--- src/rtl/mult_div_unit.sv ---
// Iterative MULT/MULTU/DIV/DIVU unit with private HI/LO, one bit per cycle.
// Signed MULT/DIV are enabled by defining MD_SIGNED_EN; otherwise they run unsigned.
module mult_div_unit #(
  parameter int         DATA_WIDTH = 32,
  parameter logic [2:0] R_TYPE_OP  = 3'b111
) (
  input  logic                  clk,
  input  logic                  reset,
  input  logic                  valid_i,
  input  logic [2:0]            alu_op_i,
  input  logic [5:0]            alu_function_i,
  input  logic [DATA_WIDTH-1:0] rs_data_i,
  input  logic [DATA_WIDTH-1:0] rt_data_i,
  input  logic                  flush_i,
  output logic                  stall_o,
  output logic                  busy_o,
  output logic [DATA_WIDTH-1:0] md_result_o,
  output logic                  div_by_zero_o,
  output logic [DATA_WIDTH-1:0] hi_o,
  output logic [DATA_WIDTH-1:0] lo_o
);
  localparam int W  = DATA_WIDTH;
  localparam int CW = $clog2(W);
  localparam logic [CW-1:0] LAST = CW'(W - 1);

  typedef enum logic [1:0] {IDLE, RUN, DONE} state_t;
  state_t state, state_nx;

  logic is_r, dec_mfhi, dec_mthi, dec_mflo, dec_mtlo, dec_mul, dec_div, md_op;
  logic rt_zero, start, dbz_start;

  always_comb begin
    is_r      = valid_i && (alu_op_i == R_TYPE_OP);
    dec_mfhi  = is_r && (alu_function_i == 6'h10);
    dec_mthi  = is_r && (alu_function_i == 6'h11);
    dec_mflo  = is_r && (alu_function_i == 6'h12);
    dec_mtlo  = is_r && (alu_function_i == 6'h13);
    dec_mul   = is_r && ((alu_function_i == 6'h18) || (alu_function_i == 6'h19));
    dec_div   = is_r && ((alu_function_i == 6'h1A) || (alu_function_i == 6'h1B));
    md_op     = dec_mfhi || dec_mthi || dec_mflo || dec_mtlo || dec_mul || dec_div;
    rt_zero   = (rt_data_i == '0);
    start     = (state == IDLE) && !flush_i && (dec_mul || (dec_div && !rt_zero));
    dbz_start = (state == IDLE) && !flush_i && dec_div && rt_zero;
  end

  logic [W-1:0]   a_mag, b_mag;
  logic [W-1:0]   hi, lo, opnd;
  logic [2*W-1:0] acc;
  logic [W:0]     rem;
  logic [CW-1:0]  cnt;
  logic           is_div, dbz;

`ifdef MD_SIGNED_EN
  logic op_signed, a_neg, b_neg, neg_res, neg_rem;
  assign op_signed = (alu_function_i == 6'h18) || (alu_function_i == 6'h1A);
  assign a_neg     = op_signed && rs_data_i[W-1];
  assign b_neg     = op_signed && rt_data_i[W-1];
  assign a_mag     = a_neg ? -rs_data_i : rs_data_i;
  assign b_mag     = b_neg ? -rt_data_i : rt_data_i;

  always_ff @(posedge clk or posedge reset) begin
    if (reset) begin
      neg_res <= 1'b0;
      neg_rem <= 1'b0;
    end else if (start) begin
      neg_res <= a_neg ^ b_neg;
      neg_rem <= a_neg;
    end
  end
`else
  assign a_mag = rs_data_i;
  assign b_mag = rt_data_i;
`endif

  // Multiply: {upper, multiplier} shifts right, multiplicand added on lsb.
  logic [W:0]     mul_sum;
  logic [2*W-1:0] mul_nx;
  // Divide: dividend shifts out of acc[W-1:0] while quotient bits shift in.
  logic [W+1:0]   rem_sh, diff;
  logic           q_bit;
  logic [W:0]     rem_nx;

  always_comb begin
    mul_sum = {1'b0, acc[2*W-1:W]} + (acc[0] ? {1'b0, opnd} : '0);
    mul_nx  = {mul_sum, acc[W-1:1]};
    rem_sh  = {rem, acc[W-1]};
    diff    = rem_sh - {2'b00, opnd};
    q_bit   = ~diff[W+1];
    rem_nx  = q_bit ? diff[W:0] : rem_sh[W:0];
  end

  logic [2*W-1:0] prod;
  logic [W-1:0]   quot, remv;

  always_comb begin
    prod = acc;
    quot = acc[W-1:0];
    remv = rem[W-1:0];
`ifdef MD_SIGNED_EN
    if (neg_res) begin
      prod = -acc;
      quot = -acc[W-1:0];
    end
    if (neg_rem) remv = -rem[W-1:0];
`endif
  end

  always_ff @(posedge clk or posedge reset) begin
    if (reset) state <= IDLE;
    else       state <= state_nx;
  end

  always_comb begin
    state_nx = state;
    case (state)
      IDLE:    if (start) state_nx = RUN;
      RUN:     if (flush_i) state_nx = IDLE;
               else if (cnt == LAST) state_nx = DONE;
      DONE:    state_nx = IDLE;
      default: state_nx = IDLE;
    endcase
  end

  always_comb begin
    busy_o        = (state != IDLE);
    stall_o       = busy_o && md_op;
    div_by_zero_o = dbz;
    hi_o          = hi;
    lo_o          = lo;
    md_result_o   = '0;
    if (dec_mfhi)      md_result_o = hi;
    else if (dec_mflo) md_result_o = lo;
  end

  always_ff @(posedge clk or posedge reset) begin
    if (reset) begin
      hi     <= '0;
      lo     <= '0;
      opnd   <= '0;
      acc    <= '0;
      rem    <= '0;
      cnt    <= '0;
      is_div <= 1'b0;
      dbz    <= 1'b0;
    end else begin
      dbz <= dbz_start;
      case (state)
        IDLE: begin
          if (start) begin
            is_div <= dec_div;
            cnt    <= '0;
            rem    <= '0;
            opnd   <= dec_div ? b_mag : a_mag;
            acc    <= {{W{1'b0}}, (dec_div ? a_mag : b_mag)};
          end
          if (!flush_i && dec_mthi) hi <= rs_data_i;
          if (!flush_i && dec_mtlo) lo <= rs_data_i;
        end
        RUN: if (!flush_i) begin
          cnt <= cnt + 1'b1;
          if (is_div) begin
            acc <= {acc[2*W-1:W], acc[W-2:0], q_bit};
            rem <= rem_nx;
          end else begin
            acc <= mul_nx;
          end
        end
        DONE: if (!flush_i) begin
          if (is_div) begin
            lo <= quot;
            hi <= remv;
          end else begin
            hi <= prod[2*W-1:W];
            lo <= prod[W-1:0];
          end
        end
        default: ;
      endcase
    end
  end
endmodule

--- config.mk ---
export PLATFORM = sky130hd
export DESIGN_NAME = mult_div_unit
export DESIGN_NICKNAME = d
export VERILOG_FILES = /design/src/rtl/mult_div_unit.sv
export SDC_FILE = /design/constraint.sdc
export NUM_CORES = 1
export LEC_CHECK = 0
export BUFFER_PORTS_ARGS = -buffer_cell sky130_fd_sc_hd__buf_2
export CORE_MARGIN = 2
export CORE_UTILIZATION = 50
export CTS_BUF_LIST = sky130_fd_sc_hd__clkbuf_16
export CTS_CLUSTER_SIZE = 30
export DETAILED_ROUTE_END_ITERATION = 12
export PLACE_DENSITY = 0.71
export RECOVER_POWER = 100
export SYNTH_ARGS = -nofsm -noshare
export SYNTH_HDL_FRONTEND = slang
export SYNTH_SLANG_ARGS = --single-unit
--- constraint.sdc ---
create_clock -name clk -period 13.47 [get_ports clk]
set_input_delay 0.6735 -clock clk [delete_from_list [all_inputs] [get_ports clk]]
set_output_delay 0.6735 -clock clk [all_outputs]
set_load 0.01 [all_outputs]
==> results.toml <==
[synth]
synthTopCellsByArea = "sky130_fd_sc_hd__dfrtp_1 38%, sky130_fd_sc_hd__mux2i_1 9.5%, sky130_fd_sc_hd__nand2_1 6.7%, sky130_fd_sc_hd__ha_1 6.1%, sky130_fd_sc_hd__o21ai_0 3.6%"
synthAdderAreaFrac = 0.0644
number_of_distinct_library_cells_after_synthesis = 65
syn-num-nets = 1669
async_reset_ff_frac = 1.00
synth_area_sq_um = 13400
yosysMostFrequentCell = "sky130_fd_sc_hd__nand2_1"
synth-edff-count = 0
xor_and_xnor_area_share_after_synthesis = 0.0366
synth_top_family_by_area = "compound AO/OA/AOI/OAI gates"
cell_type_with_the_largest_total_area_after_synthesis = "sky130_fd_sc_hd__dfrtp_1"
muxShareOfSynthArea = 0.121
mean_instance_size_in_the_synthesized_netlist_sq_um = 8.82
proportion_of_synthesized_chip_area_in_sequential_cells = 0.376
synth-compound-area-share = 0.196
synth_warnings = 0
synthSimpleGateAreaFrac = 0.165
netlist_instances = 1524
post_synth_most_frequent_cells = "241 x sky130_fd_sc_hd__nand2_1, 202 x sky130_fd_sc_hd__dfrtp_1, 127 x sky130_fd_sc_hd__mux2i_1"
netlist.area_leader.share = 0.376
postSynthRegisterBits = 202
synth_flop_cell = "sky130_fd_sc_hd__dfrtp_1"

[pwr]
internal_power_uw = 1380
switching_power_uw = 724
peakVddDrop_mv = 0.103
fin_total_pwr_uw = 2100
power.density_nw_per_um2 = 138
seqPwrFrac = 0.349
power.switching_fraction = 0.345
leakagePower_uw = 0.00734
pwr-share-comb = 0.340
clkPwrFrac = 0.311

[drt]
drtPass1Iterations = 5
wire_per_inst_microns = 19.6
final_antenna_net_count = 0
drc_errors = 0
num_vias = 12200
drt_first_iter_violations = 944
vias_per_cell = 6.06
totalWireLength_mm = 39.3

[die]
die_w_microns = 168
die_area_sq_um = 28200
die-height_microns = 168
core_sq_um = 26700
io_pins = 176
initial_core_util = 0.504
std_cell_rows = 60

[cts]
cts.sinks = 202
cts_repair_resize_count = 0
h-tree-depth = 1
tritoncts_clock_tree = "yes"
postCtsSetupBuffers = 0
cts_hold_repair.buffers = 0
clockRootBuffer = "sky130_fd_sc_hd__clkbuf_16"
cts_max_path_buffers = 3
reg_clk_slew_reported_paths_ns = 0.06
cts_buffers = 24
clkLatencyLatePin_ns = 0.52

[timing]
slew_headroom = -2.76
final_hold_viol_count = 0
fin_worst_skew_ns = 0.0122
tightest_slew_ns = 5.65
slew_violations = 533
fmax_mhz = 145
aggregate_negative_setup_slack_ns = 0
period_utilisation_layout = 0.512
worst_slack_ns = 6.57
layout_min_cycle_time_ns = 6.90
rsz0062_at_grt = "false"
timing.final.setup_violations = 0

[placement]
preCtsSetupSlack_ns = 9.72
placement.cell_area_sq_um = 14600
buffer_ports.inserted = 175
finalWeightedCongestion = 0.887
sum_of_net_half_perimeters_after_detailed_placement_mm = 28.0

[setup_path]
regToRegStartpoint = "state[1]$_DFFE_PP0P_"
critPathLaunchType = "flop"
crit_type = "flop to flop"
setup.worst_path.end_class = "flop"
cp_data_arrival_time_ns = 7.11
worstReg2RegEnd = "cnt[1]$_DFFE_PP0P_"
timing.critical_path.required_ns = 13.68
crit_path_max_fanout = 102
regToRegSetupSlack_ns = 6.57
worstRegToRegCells = 7

[final_layout]
filler_cell_count = 2447
layout-drive-gt1-share = 0.103
fin_util = 0.571
postLayoutCellArea_sq_um = 15200
design.final.nets = 1796
area_growth_syn_to_layout_pct = 13.1

[status]
violated_checks = "capacitance limit, slew limit"
outcome = "finished, violations left"

[grt]
grt_usage = 0.276
grt.overflow.total = 0
grt_max_degree = 126
grt_first_pass_wirelength_mm = 63.2
grt_antenna_before_repair = 1
number_of_global_route_vias_before_repair = 11700

[worst_hold_path]
min-delay-start = "rt_data_i[5]"
min_path_type = "input port to flop"
worst_hold_path.num_cells = 3
worst_hold_path.endpoint = "opnd[5]$_DFFE_PP0P_"

[job]
cap_violations = 10
-- flip-flops by register name, summed over array words and instances, names as in the netlist --
| name | count |
|---|---|
| cnt | 5 |
| rem | 33 |
| is_div | 1 |
| div_by_zero_o | 1 |
| hi_o | 32 |
| acc | 64 |
| state | 2 |
| opnd | 32 |
| lo_o | 32 |
-- how the worst max path moves through the flow --
| stage | from | end | slack (ns) | cells after the start |
|---|---|---|---|---|
| after floorplan | reset | acc[0]$_DFFE_PP0P_ | 7.29 | 1 |
| after global placement | alu_function_i[4] | acc[21]$_DFFE_PP0P_ | 9.83 | 8 |
| after detailed placement | alu_function_i[4] | acc[25]$_DFFE_PP0P_ | 9.72 | 8 |
| after CTS | acc[0]$_DFFE_PP0P_ | acc[63]$_DFFE_PP0P_ | 9.86 | 13 |
| after global routing | state[1]$_DFFE_PP0P_ | cnt[4]$_DFFE_PP0P_ | 5.70 | 7 |
| final | state[1]$_DFFE_PP0P_ | cnt[1]$_DFFE_PP0P_ | 6.57 | 7 |
-- power groups by stage --
stage	Combinational, uW	Clock, uW	Sequential, uW
after global routing	790	684	741
final	713	653	733
after global placement	707	0	739
after CTS	723	662	731
after floorplan	581	0	722
after detailed placement	721	0	742
-- critical path, stage by stage, from the launching register on --
cell                       delay (ns)
sky130_fd_sc_hd__dfrtp_1         0.42
sky130_fd_sc_hd__nor2_1          0.32
sky130_fd_sc_hd__inv_1           0.11
sky130_fd_sc_hd__nor2_1          0.15
sky130_fd_sc_hd__nand3_1         0.11
sky130_fd_sc_hd__a21oi_1         1.97
sky130_fd_sc_hd__clkbuf_1        3.01
sky130_fd_sc_hd__o21ai_0         0.46
-- area by class of cell --
cell class | count | area [sq um] | area share
well taps | 341 | 427 | 0.0281
diodes | 1 | 2.50 | 0.000165
multi-input cells | 1183 | 7890 | 0.519
repair buffers | 192 | 855 | 0.0562
inverters | 48 | 181 | 0.0119
clock inverters | 19 | 161 | 0.0106
clock buffers | 25 | 626 | 0.0411
flip-flops and latches | 202 | 5060 | 0.333
-- layer usage --
layer / wire length, microns / track usage / vias to the layer above
li1: - / - / 5765
met1: 16700 / 0.361 / 5925
met2: 18900 / 0.467 / 415
met3: 2160 / 0.0390 / 91
met4: 1590 / 0.108 / 0
met5: 0 / 0 / -
-- through the flow --
| step | hold slack (ns) | std cells |
|---|---|---|
| 2_1_floorplan | 0.476 | 1524 |
| 3_3_place_gp | 0.493 | 1966 |
| 3_5_place_dp | 0.502 | 1966 |
| 4_1_cts | 0.373 | 2010 |
| 5_1_grt | 0.431 | 2011 |
| 6_report | 0.423 | 2011 |
-- cell families after synthesis --
group | after synthesis
AND/OR/NAND/NOR | 498
AO/OA/AOI/OAI | 404
flip-flops | 202
multiplexers | 159
buffers and inverters | 139
adder cells (fa/ha/maj) | 68
XOR/XNOR | 54
-- layout by cell type (no fill, tap or decap), types with 7 or more instances in the layout --
cell type                   synthesis  routed
sky130_fd_sc_hd__xor2_1            25      25
sky130_fd_sc_hd__nor2_1           102     101
sky130_fd_sc_hd__a211oi_1           8       8
sky130_fd_sc_hd__nand2_1          241     241
sky130_fd_sc_hd__o21ai_0           97     122
sky130_fd_sc_hd__dfrtp_1          202     201
sky130_fd_sc_hd__a31oi_1           72      72
sky130_fd_sc_hd__clkbuf_16          0      25
sky130_fd_sc_hd__xnor2_1           28      28
sky130_fd_sc_hd__mux2i_1          127     127
sky130_fd_sc_hd__nand4_1            7       7
sky130_fd_sc_hd__o21a_1             9       9
sky130_fd_sc_hd__nor2b_1            9       8
sky130_fd_sc_hd__mux2_2            32      32
sky130_fd_sc_hd__and3_1            11      11
sky130_fd_sc_hd__nand2b_1          12      11
sky130_fd_sc_hd__buf_2              0      77
sky130_fd_sc_hd__and2_1            33      33
sky130_fd_sc_hd__nand3_1           14      13
sky130_fd_sc_hd__a221oi_1          34      34
sky130_fd_sc_hd__buf_4              0      10
sky130_fd_sc_hd__nor4_1            10       9
sky130_fd_sc_hd__nor3_1            40      40
sky130_fd_sc_hd__clkinv_1           1       8
sky130_fd_sc_hd__a22o_1            35      35
sky130_fd_sc_hd__clkbuf_1          81     105
sky130_fd_sc_hd__ha_1              66      66
sky130_fd_sc_hd__inv_1             47      50
sky130_fd_sc_hd__a21o_1            25      25
sky130_fd_sc_hd__a21oi_1           56      55
Power figures use the tool's default switching activity.
